### src/rtl/gpio_cnt_multi_pkg.sv
// Shared types for the multi-channel GPIO counter.
// Channel modes and per-channel FSM states.
package gpio_cnt_multi_pkg;

  typedef enum logic [1:0] {
    MODE_OFF,
    MODE_LEVEL,
    MODE_EDGE,
    MODE_PULSE
  } gpio_cnt_mode_e;

  typedef enum logic [1:0] {
    ST_IDLE,
    ST_COUNT,
    ST_HOLD,
    ST_FIRE_P
  } gpio_cnt_state_e;

  function automatic logic mode_on(gpio_cnt_mode_e m);
    return m != MODE_OFF;
  endfunction

endpackage

### src/rtl/gpio_cnt_ch.sv
// One GPIO counter channel: synchroniser, edge detect,
// saturating counter, response FSM and pulse timer.
module gpio_cnt_ch
  import gpio_cnt_multi_pkg::*;
#(
  parameter int CntWidth   = 16,
  parameter int SyncStages = 2,
  parameter int PulseLen   = 4
) (
  input  logic                clk_i,
  input  logic                rst_ni,
  input  logic [1:0]          mode,
  input  logic [CntWidth-1:0] thresh,
  input  logic                clear,
  input  logic                line,
  output logic                resp,
  output logic                done,
  output logic [CntWidth-1:0] cnt
);

  localparam int PW = $clog2(PulseLen + 1);

  logic [SyncStages-1:0] sync;
  logic                  s;
  logic                  s_q;
  logic                  rise;
  gpio_cnt_mode_e        mode_in;
  gpio_cnt_mode_e        mode_q;
  gpio_cnt_state_e       state;
  logic                  hit;
  logic                  wipe;
  logic                  step;
  logic                  bump;
  logic [CntWidth-1:0]   cnt_nxt;
  logic [PW-1:0]         pcnt;

  assign mode_in = gpio_cnt_mode_e'(mode);
  assign s       = sync[SyncStages-1];
  assign rise    = s & ~s_q;
  assign wipe    = clear | (mode_in != mode_q);
  assign bump    = step & ~(&cnt);
  assign cnt_nxt = cnt + CntWidth'(1);

  // Synchronise the DUT line, keep one delayed copy for edges
  always_ff @(posedge clk_i or negedge rst_ni) begin
    if (!rst_ni) begin
      sync   <= '0;
      s_q    <= 1'b0;
      mode_q <= MODE_OFF;
    end else begin
      sync   <= SyncStages'({sync, line});
      s_q    <= s;
      mode_q <= mode_in;
    end
  end

  // Select what counts as an increment in the active mode
  always_comb begin
    step = 1'b0;
    unique case (mode_q)
      MODE_LEVEL:            step = s;
      MODE_EDGE, MODE_PULSE: step = rise;
      default:               step = 1'b0;
    endcase
  end

  // Channel FSM; a match is flagged on the increment and acted on next cycle
  always_ff @(posedge clk_i or negedge rst_ni) begin
    if (!rst_ni) begin
      state <= ST_IDLE;
      cnt   <= '0;
      hit   <= 1'b0;
      resp  <= 1'b0;
      done  <= 1'b0;
      pcnt  <= '0;
    end else begin
      done <= 1'b0;
      if (wipe) begin
        state <= mode_on(mode_in) ? ST_COUNT : ST_IDLE;
        cnt   <= '0;
        hit   <= 1'b0;
        resp  <= 1'b0;
        pcnt  <= '0;
      end else begin
        unique case (state)
          ST_IDLE: begin
            cnt  <= '0;
            resp <= 1'b0;
            if (mode_on(mode_q)) state <= ST_COUNT;
          end
          ST_COUNT: begin
            if (hit) begin
              hit  <= 1'b0;
              done <= 1'b1;
              resp <= 1'b1;
              if (mode_q == MODE_PULSE) begin
                state <= ST_FIRE_P;
                pcnt  <= PW'(PulseLen - 1);
              end else begin
                state <= ST_HOLD;
              end
            end else if (bump) begin
              cnt <= cnt_nxt;
              hit <= (cnt_nxt == thresh);
            end
          end
          ST_HOLD: begin
            resp <= 1'b1;
          end
          ST_FIRE_P: begin
            if (pcnt == '0) begin
              state <= ST_COUNT;
              resp  <= 1'b0;
              cnt   <= '0;
            end else begin
              pcnt <= pcnt - PW'(1);
            end
          end
          default: state <= ST_IDLE;
        endcase
      end
    end
  end

endmodule

### src/rtl/gpio_cnt_multi.sv
// Multi-channel GPIO counter: NumCh independent channels
// with flattened configuration and status ports.
module gpio_cnt_multi
  import gpio_cnt_multi_pkg::*;
#(
  parameter int NumCh      = 4,
  parameter int CntWidth   = 16,
  parameter int SyncStages = 2,
  parameter int PulseLen   = 4
) (
  input  logic                      clk_i,
  input  logic                      rst_ni,
  input  logic [2*NumCh-1:0]        cfg_mode_i,
  input  logic [NumCh*CntWidth-1:0] cfg_max_i,
  input  logic [NumCh-1:0]          clear_i,
  input  logic [NumCh-1:0]          gpio_i,
  output logic [NumCh-1:0]          gpio_o,
  output logic [NumCh-1:0]          done_o,
  output logic [NumCh*CntWidth-1:0] cnt_o
);

  for (genvar g = 0; g < NumCh; g++) begin : g_ch
    gpio_cnt_ch #(
      .CntWidth  (CntWidth),
      .SyncStages(SyncStages),
      .PulseLen  (PulseLen)
    ) u_ch (
      .clk_i (clk_i),
      .rst_ni(rst_ni),
      .mode  (cfg_mode_i[2*g +: 2]),
      .thresh(cfg_max_i[g*CntWidth +: CntWidth]),
      .clear (clear_i[g]),
      .line  (gpio_i[g]),
      .resp  (gpio_o[g]),
      .done  (done_o[g]),
      .cnt   (cnt_o[g*CntWidth +: CntWidth])
    );
  end

endmodule

### config.mk
export PLATFORM = sky130hd
export DESIGN_NAME = gpio_cnt_multi
export DESIGN_NICKNAME = d
export VERILOG_FILES = /design/src/rtl/gpio_cnt_multi_pkg.sv /design/src/rtl/gpio_cnt_ch.sv /design/src/rtl/gpio_cnt_multi.sv
export SDC_FILE = /design/constraint.sdc
export NUM_CORES = 1
export LEC_CHECK = 0
export CORE_MARGIN = 2
export CORE_UTILIZATION = 53
export CTS_CLUSTER_DIAMETER = 120
export DETAILED_ROUTE_END_ITERATION = 10
export GPL_ROUTABILITY_DRIVEN = 0
export PLACE_DENSITY = 0.88
export SLEW_MARGIN = 5
export SYNTH_ARGS = -nofsm -noshare
export SYNTH_HDL_FRONTEND = slang
export SYNTH_SLANG_ARGS = --single-unit
### constraint.sdc
create_clock -name clk_i -period 3.3 [get_ports clk_i]
set_clock_uncertainty 0.1 [all_clocks]
set_input_delay 0.825 -clock clk_i [delete_from_list [all_inputs] [get_ports clk_i]]
set_output_delay 0.825 -clock clk_i [all_outputs]
set_load 0.05 [all_outputs]
==> results.json, run 1 <==
{
  "status": "complete, no violations",
  "dp.cells": 1256,
  "synth_top_family_by_area": "simple AND/OR/NAND/NOR gates",
  "ys_ff_latch": 116,
  "synth-xor-area-share_pct": 10.6,
  "yosys_warnings": 0,
  "cp_data_arrival_time_ps": 3190,
  "path_class": "in2reg",
  "grt_max_degree": 67,
  "totalWireLength_um": 21100,
  "reg2reg_depth": 8,
  "drive_gt1_share_pct": 6.27,
  "netlist_instances": 961,
  "die-height_um": 128,
  "drt-pass1-iter-count": 7,
  "cp_slowest_cell": "nor2_1",
  "cts_tree": "done",
  "htree_num_levels": 4,
  "die_w_um": 128,
  "clockPowerShare_pct": 48.6,
  "r2r-start": "g_ch[2].u_ch.state[1]",
  "ys_seq_area_share_pct": 35.6,
  "syn_nets": 1067,
  "cts_buffers": 17,
  "period_needed_ps": 2960,
  "async_flop_share_pct": 100,
  "p_total_mw": 4.07,
  "synth_mux_area_share_pct": 2.15,
  "setup_ws_ps": 341,
  "drt-wirelength-per-cell_um": 16.4,
  "hp-class": "reg2reg",
  "vdd_drop_max_mv": 0.363,
  "via_count": 7724,
  "nets": 1193,
  "yosysMostFrequentCell": "dfrtp_1",
  "rsz0062_at_grt": "no",
  "synth-simple-area-share_pct": 22.9,
  "setup_violations": 0,
  "path_clk_slew_ps": 60,
  "die_area_um2": 16400,
  "min_from": "g_ch[1].u_ch.sync[0]",
  "synth_top_cell_area_share_pct": 35.6,
  "clock_latency_ps": 420,
  "switching_power_mw": 1.02,
  "required_ps": 3530,
  "startpoint": "cfg_mode_i[4]",
  "timing.final.crit_share_pct": 89.7,
  "power_leakage_nw": 4.11,
  "antenna_found_initial": 0,
  "critPathMaxStageDelay_ps": 860,
  "synth-edff-count": 0,
  "hold_viol": 0,
  "grt_util_all_layers_pct": 26.3,
  "instances_no_fill": 1288,
  "hpwl_um": 15000,
  "path_cells": "clkdlybuf4s50_1 > xnor2_1 > and3_1 > nand2_1 > nor2_1 > a21oi_1 > mux2i_1",
  "powerDensity_nw_per_um2": 392,
  "p_comb_share_pct": 14.7,
  "utilization_pct": 68.8,
  "worstSetupEndpointType": "flip-flop",
  "area_growth_pct": 27.4,
  "yosys-top-cells-count": "dfrtp_1, o21ai_0, nand2_1",
  "drc_errors": 0,
  "cts_resized": 0,
  "avgViaCountPerCell": 6.00,
  "tns_ps": 0,
  "post-cts-setup-buffers": 0,
  "drv_slew": 0,
  "cts-root-buf": "clkbuf_16",
  "grt.overflow.total": 0,
  "first_global_vias": 7393,
  "switching_share_pct": 25.0,
  "slew_headroom_pct": 26.1,
  "drv_cap": 0,
  "worst_pin_slew_ps": 1110,
  "clock_sinks": 116,
  "synth-compound-area-share_pct": 19.2,
  "syn_avg_cell_area_um2": 8.48,
  "dpl_worst_slack_ps": 19.9,
  "drtIter0Drc": 726,
  "synth_cell_types": 71,
  "power_frac_seq_pct": 36.7,
  "coreArea_um2": 15100,
  "ff2ff_setup_slack_ps": 410,
  "antenna_left": 0,
  "holdPathStages": 0,
  "ctsHoldBuffers": 0,
  "grt_pass1_wl_um": 35000,
  "path_max_fanout": 16,
  "start_util_pct": 54.0,
  "synth-main-ff-cell": "dfrtp_1",
  "r2r_end": "g_ch[2].u_ch.cnt[4]",
  "antenna_cells": 0,
  "port_buffers": 153,
  "p_int_mw": 3.05,
  "synth_area_leaders": "dfrtp_1, xnor2_1, o21ai_0",
  "syn-cell-area_um2": 8150,
  "start_kind": "primary input",
  "min_to": "g_ch[1].u_ch.sync[1]",
  "cts_buffer_depth": 2,
  "timing.fmax_ghz": 0.338,
  "synth_top_cell_by_area": "dfrtp_1",
  "ios": 154,
  "rows": 45,
  "synthAdderAreaFrac_pct": 3.68
}
layout make-up:
type	count	area (um2)
clock buffer	20	467
clock inverter	12	178
fill	1198	4700
inverter	41	154
multi-input combinational	739	4770
sequential	116	2900
tap	188	235
timing repair buffer	172	1680
layer usage:
| layer | GRT usage, % | routed length [um] | vias to the layer above |
|---|---|---|---|
| met5 | 0 | 0 | - |
| met4 | 10.0 | 408 | 0 |
| met3 | 5.51 | 1390 | 39 |
| met2 | 42.1 | 10100 | 317 |
| met1 | 35.3 | 9140 | 3640 |
| li1 | - | - | 3728 |
critical path, delay by kind of cell:
kind	cells	cell delay, ps
compound gates	1	200
xor+xnor	1	170
buf+inv	1	570
mux	1	210
simple gates	3	1220
power by group through the flow:
stage / logic, mW / registers, mW / clock network [mW]
floorplan: 0.361 / 1.51 / 0
global placement: 0.570 / 1.51 / 0
detailed placement: 0.586 / 1.51 / 0
CTS: 0.597 / 1.49 / 2.01
global route: 0.663 / 1.50 / 2.07
finish: 0.599 / 1.49 / 1.98
worst max path at each step:
stage / to / slack [ps] / cells past startpoint
global placement: g_ch[2].u_ch.cnt[13] / 170 / 7
detailed placement: g_ch[2].u_ch.cnt[4] / 20 / 7
CTS: g_ch[2].u_ch.cnt[4] / 380 / 7
finish: g_ch[2].u_ch.cnt[4] / 340 / 7
floorplan: g_ch[0].u_ch.cnt[11] / 470 / 9
global route: g_ch[2].u_ch.cnt[10] / 130 / 7
cells by family (layout without fill, tap and decap cells):
family          Yosys count  after routing
compound gates          245            245
fa+ha+maj                24             24
buf+inv                 106            245
simple gates            355            355
xor+xnor                 98             98
flops                   116            116
mux                      17             17
placed cells by master (no fill, tap or decap), types with 13 or more instances in the layout:
cell type        synthesis  final
nor2b_1                 15     15
and3_1                  19     19
ha_1                    24     24
o21ai_0                 76     76
nor3_1                  45     45
nand4_1                 24     24
o31ai_1                 14     14
nand2_1                 69     69
xnor2_1                 61     61
inv_1                   41     41
dfrtp_1                116    116
a21oi_1                 48     48
nor2_1                  66     66
nand3_1                 39     39
clkbuf_16                0     17
clkdlybuf4s50_1          0    152
a31oi_1                 21     21
mux2i_1                 13     13
buf_4                    9     19
xor2_1                  36     36
metrics by stage:
stage | hold slack, ps | area [um2]
2_1_floorplan | 231 | 8150
3_3_place_gp | 233 | 9740
3_5_place_dp | 240 | 9740
4_1_cts | 251 | 10400
5_1_grt | 264 | 10400
6_report | 250 | 10400
registers in the layout, indices dropped and copies added, names as in the netlist:
name and cells:
g_ch.u_ch.s_q 4, g_ch.u_ch.state 8, g_ch.u_ch.pcnt 12, g_ch.u_ch.cnt 64, g_ch.u_ch.resp 4, g_ch.u_ch.mode_q 8
g_ch.u_ch.sync 8, g_ch.u_ch.hit 4, g_ch.u_ch.done 4
Power figures use the tool's default switching activity.
==> run 2, diff against run 1 <==
--- a/config.mk
+++ b/config.mk
@@ -6,11 +6,12 @@
 export NUM_CORES = 1
 export LEC_CHECK = 0
 export CORE_MARGIN = 2
-export CORE_UTILIZATION = 53
-export CTS_CLUSTER_DIAMETER = 120
+export CORE_UTILIZATION = 55
+export CTS_BUF_LIST = sky130_fd_sc_hd__clkbuf_4
+export CTS_CLUSTER_DIAMETER = 50
 export DETAILED_ROUTE_END_ITERATION = 10
 export GPL_ROUTABILITY_DRIVEN = 0
-export PLACE_DENSITY = 0.88
+export PLACE_DENSITY = 0.91
 export SLEW_MARGIN = 5
 export SYNTH_ARGS = -nofsm -noshare
 export SYNTH_HDL_FRONTEND = slang
==> run 2 against run 1 <==
- critical path type is now reg2out
- clock-buffer cell count is 2 lower
- non-clock buffer count is 2 lower
- sequential power is essentially flat
- clock power shrank 46%
- largest power group is now registers
- routed wire length decreased by 2.0%
- sequential share of layout area increased by 1.1 points
- combinational power decreased by 1%
- hold slack worse by 48 ps
- first-iteration DRC count shrank 2.1%
- highest routed layer unchanged
==> results.json, run 2 (same netlist as run 1, synthesis figures left out) <==
{
  "vdd_drop_max_mv": 0.243,
  "nets": 1191,
  "path_class": "reg2out",
  "slew_headroom_pct": 29.4,
  "grt_pass1_wl_um": 34500,
  "drv_slew": 0,
  "hold_viol": 0,
  "antenna_left": 0,
  "timing.fmax_ghz": 0.336,
  "utilization_pct": 68.8,
  "worstSetupEndpointType": "primary output",
  "nFillCells": 1120,
  "path_max_fanout": 15,
  "htree_num_levels": 4,
  "tns_ps": 0,
  "switching_share_pct": 28.9,
  "antenna_cells": 0,
  "rows": 44,
  "reg_top3": "g_ch.u_ch.cnt (64), g_ch.u_ch.pcnt (12)",
  "path_delay_family": "buffers and inverters",
  "start_kind": "flip-flop",
  "switching_power_mw": 0.909,
  "crit_buf_inv": 1,
  "first_global_vias": 7221,
  "via_count": 7788,
  "grt.overflow.total": 0,
  "avgViaCountPerCell": 6.08,
  "cts_tree": "done",
  "clockPowerShare_pct": 33.9,
  "power_leakage_nw": 3.96,
  "status": "complete, no violations",
  "largest_reg_flops": 64,
  "p_int_mw": 2.24,
  "clock_latency_ps": 550,
  "drt-pass1-iter-count": 5,
  "coreArea_um2": 14500,
  "die_area_um2": 15800,
  "cts_buffers": 17,
  "antenna_found_initial": 0,
  "whs_ps": 202,
  "instances_no_fill": 1281,
  "die_w_um": 126,
  "final_cell_mix": "clkdlybuf4s50_1, dfrtp_1, o21ai_0, nand2_1, nor2_1",
  "p_total_mw": 3.15,
  "layout_commonest_cell": "clkdlybuf4s50_1",
  "timing.final.crit_share_pct": 90.3,
  "cp_slowest_cell": "clkdlybuf4s50_1",
  "powerDensity_nw_per_um2": 315,
  "hpwl_um": 14800,
  "totalWireLength_um": 20600,
  "setup_violations": 0,
  "die-height_um": 126,
  "critPathMaxStageDelay_ps": 890,
  "drtIter0Drc": 711,
  "hp-class": "in2async",
  "dp.cells": 1250,
  "start_util_pct": 56.1,
  "power_frac_seq_pct": 47.3,
  "cts-root-buf": "clkbuf_4",
  "grt_util_all_layers_pct": 26.1,
  "ctsHoldBuffers": 0,
  "grt_max_degree": 68,
  "area_growth_pct": 22.6,
  "path_clk_slew_ps": 110,
  "period_needed_ps": 2980,
  "worst_pin_slew_ps": 1060,
  "p_comb_share_pct": 18.8,
  "cts_buffer_depth": 2,
  "clock_sinks": 116,
  "drive_gt1_share_pct": 5.74,
  "port_buffers": 153,
  "drc_errors": 0,
  "post-cts-setup-buffers": 0,
  "path_cells": "clkdlybuf4s50_1",
  "cp_data_arrival_time_ps": 2050,
  "drv_cap": 0,
  "regMostFlops": "g_ch.u_ch.cnt",
  "ios": 154,
  "drt-wirelength-per-cell_um": 16.1,
  "required_ps": 2370,
  "cts_resized": 0,
  "rsz0062_at_grt": "no"
}
==> run 2: area by class of cell <==
type	count	area (um2)	area share [%]
Clock buffer	18	135	1.35
Clock inverter	13	141	1.41
Inverter	41	154	1.54
Multi-Input combinational cell	739	4770	47.7
Sequential cell	116	2900	29.0
Tap cell	184	230	2.30
Timing Repair Buffer	170	1670	16.7
==> run 2: power by group through the flow <==
stage               registers [mW]  clock network, mW  logic (mW)
floorplan                     1.51                  0       0.361
global placement              1.51                  0       0.568
detailed placement            1.52                  0       0.585
CTS                           1.49               1.08       0.592
global route                  1.49               1.14       0.660
finish                        1.49               1.07       0.593
==> run 2: path summary, 6_finish.rpt <==
kind                                             from                   end  slack [ps]  depth (start not counted)
worst min register to register   g_ch[0].u_ch.sync[0]  g_ch[0].u_ch.sync[1]         260                          0
worst max-delay path              g_ch[0].u_ch.cnt[4]              cnt_o[4]         320                          1
worst min-delay path                           rst_ni   g_ch[3].u_ch.cnt[1]         200                          1
worst max register to register  g_ch[2].u_ch.state[1]  g_ch[2].u_ch.cnt[14]         450                          8
min in group clk_i               g_ch[0].u_ch.sync[0]  g_ch[0].u_ch.sync[1]         260                          0
max in group asynchronous                      rst_ni     g_ch[2].u_ch.resp        2120                          2
==> run 2: metal layers <==
metal | wire length [um] | GRT usage, % | up-vias
li1 | - | - | 3711
met1 | 8900 | 35.0 | 3669
met2 | 9810 | 42.2 | 347
met3 | 1440 | 6.12 | 61
met4 | 492 | 8.14 | 0
met5 | 0 | 0 | -
==> run 2: stage by stage <==
stage          area, um2  setup slack (ps)
6_report           10000               322
3_3_place_gp        9720               187
2_1_floorplan       8150               470
3_5_place_dp        9720              70.3
4_1_cts            10000               279
5_1_grt            10000               233
==> run 3, diff against run 2 <==
--- a/config.mk
+++ b/config.mk
@@ -5,10 +5,8 @@
 export SDC_FILE = /design/constraint.sdc
 export NUM_CORES = 1
 export LEC_CHECK = 0
-export CORE_MARGIN = 2
 export CORE_UTILIZATION = 55
 export CTS_BUF_LIST = sky130_fd_sc_hd__clkbuf_4
-export CTS_CLUSTER_DIAMETER = 50
 export DETAILED_ROUTE_END_ITERATION = 10
 export GPL_ROUTABILITY_DRIVEN = 0
 export PLACE_DENSITY = 0.91
==> run 3 against run 2 <==
- fmax is 0.53% lower
- final cell count up 0.16%
- power is 5.5% higher
- first-iteration DRC count is 4.2% higher
- largest cell class unchanged
- sequential share of layout area down 0.20 points
- flip-flop and latch count unchanged
- core utilization rose by 0.75 points
- sequential power barely moved
- non-clock buffer count up 1
- hold slack worse by 140 ps
==> results.json, run 3 (same netlist as run 1, synthesis figures left out) <==
{
  "status": "complete, no violations",
  "ctsHoldBuffers": 0,
  "area_growth_pct": 23.5,
  "largest_reg_flops": 64,
  "hp-class": "in2async",
  "drt-wirelength-per-cell_um": 15.7,
  "rsz0062_at_grt": "no",
  "required_ps": 2370,
  "hpwl_um": 14700,
  "totalWireLength_um": 20200,
  "placed_cell_area_um2": 9730,
  "slew_headroom_pct": 27.0,
  "grt_max_degree": 45,
  "clock_sinks": 116,
  "hold_viol": 0,
  "avgViaCountPerCell": 5.99,
  "drv_cap": 0,
  "die-height_um": 124,
  "powerDensity_nw_per_um2": 330,
  "period_needed_ps": 2990,
  "htree_num_levels": 4,
  "drv_slew": 0,
  "nets": 1192,
  "power_leakage_nw": 3.98,
  "regMostFlops": "g_ch.u_ch.cnt",
  "worstSetupEndpointType": "primary output",
  "path_clk_slew_ps": 120,
  "cts-root-buf": "clkbuf_4",
  "layout_commonest_cell": "clkdlybuf4s50_1",
  "coreArea_um2": 14500,
  "cp_slowest_cell": "clkdlybuf4s50_1",
  "cts_tree": "done",
  "final_cell_mix": "clkdlybuf4s50_1, dfrtp_1, o21ai_0, nand2_1, nor2_1",
  "path_delay_family": "buffers and inverters",
  "via_count": 7691,
  "worst_pin_slew_ps": 1090,
  "rows": 44,
  "drtIter0Drc": 741,
  "die_area_um2": 15300,
  "timing.final.crit_share_pct": 90.7,
  "cts_buffer_depth": 2,
  "path_cells": "clkdlybuf4s50_1",
  "grt.overflow.total": 0,
  "path_max_fanout": 12,
  "port_buffers": 153,
  "critPathMaxStageDelay_ps": 900,
  "tns_ps": 0,
  "drt-pass1-iter-count": 5,
  "p_total_mw": 3.32,
  "grt_util_all_layers_pct": 26.7,
  "first_global_vias": 6814,
  "ios": 154,
  "die_w_um": 124,
  "path_class": "reg2out",
  "cts_buffers": 17,
  "cts_resized": 0,
  "antenna_cells": 0,
  "drc_errors": 0,
  "crit_buf_inv": 1,
  "drive_gt1_share_pct": 6.01,
  "vdd_drop_max_mv": 0.209,
  "final_area_um2": 10100,
  "reg_top3": "g_ch.u_ch.cnt (64), g_ch.u_ch.pcnt (12)",
  "timing.fmax_ghz": 0.334,
  "antenna_left": 0,
  "cp_data_arrival_time_ps": 2070,
  "clock_latency_ps": 540,
  "start_kind": "flip-flop",
  "grt_pass1_wl_um": 32200,
  "setup_violations": 0,
  "start_util_pct": 56.3,
  "antenna_found_initial": 0,
  "post-cts-setup-buffers": 0
}
==> run 3: cell types whose count changed in the layout (fill, tap and decap cells not counted) <==
cell        before  now
clkinv_1         3    2
bufinv_16        3    5
inv_6            0    1
clkbuf_4        18   17
clkinv_2         5    3
buf_4           17   18
clkinvlp_4       2    4
==> run 3: cell type report <==
type	count	area (um2)
Clock inverter	15	211
Tap cell	184	230
Inverter	41	154
Fill cell	1136	4410
Clock buffer	17	128
Sequential cell	116	2900
Timing Repair Buffer	171	1680
Multi-Input combinational cell	739	4770
==> run 3: metrics by stage <==
stage	setup slack, ps	hold slack [ps]	util, %	cells
after detailed placement	57.5	237	67.2	1251
after global placement	177	233	67.2	1251
after global routing	197	22.7	69.6	1283
after floorplan	470	231	-	961
after CTS	304	29.8	69.6	1283
final	306	64.8	69.6	1283
==> run 3: worst paths after layout <==
path	from	to	slack, ps	cells after the start
max in group asynchronous	rst_ni	g_ch[0].u_ch.cnt[6]	2300	2
worst min register to register	g_ch[2].u_ch.sync[0]	g_ch[2].u_ch.sync[1]	240	0
worst max-delay path	g_ch[1].u_ch.cnt[7]	cnt_o[23]	310	1
worst max register to register	g_ch[2].u_ch.state[1]	g_ch[2].u_ch.cnt[13]	480	8
worst min-delay path	rst_ni	g_ch[3].u_ch.cnt[10]	60	1
min in group clk_i	g_ch[2].u_ch.sync[0]	g_ch[2].u_ch.sync[1]	240	0
==> run 3: routing by layer <==
| metal | wire length [um] | track usage, % | vias up | part of all wire [%] |
|---|---|---|---|---|
| li1 | - | - | 3719 | - |
| met1 | 8850 | 35.3 | 3614 | 44 |
| met2 | 9660 | 43.0 | 317 | 48 |
| met3 | 1310 | 6.32 | 41 | 6.5 |
| met4 | 354 | 8.43 | 0 | 1.8 |
| met5 | 0 | 0 | - | 0 |
==> run 3: power breakdown <==
group          switching, mW  leakage [nW]  internal (mW)  total [mW]
clock                  0.575         0.169          0.669        1.24
combinational          0.316          2.26          0.274       0.590
sequential            0.0344          1.56           1.45        1.49
total                  0.926          3.98           2.40        3.32
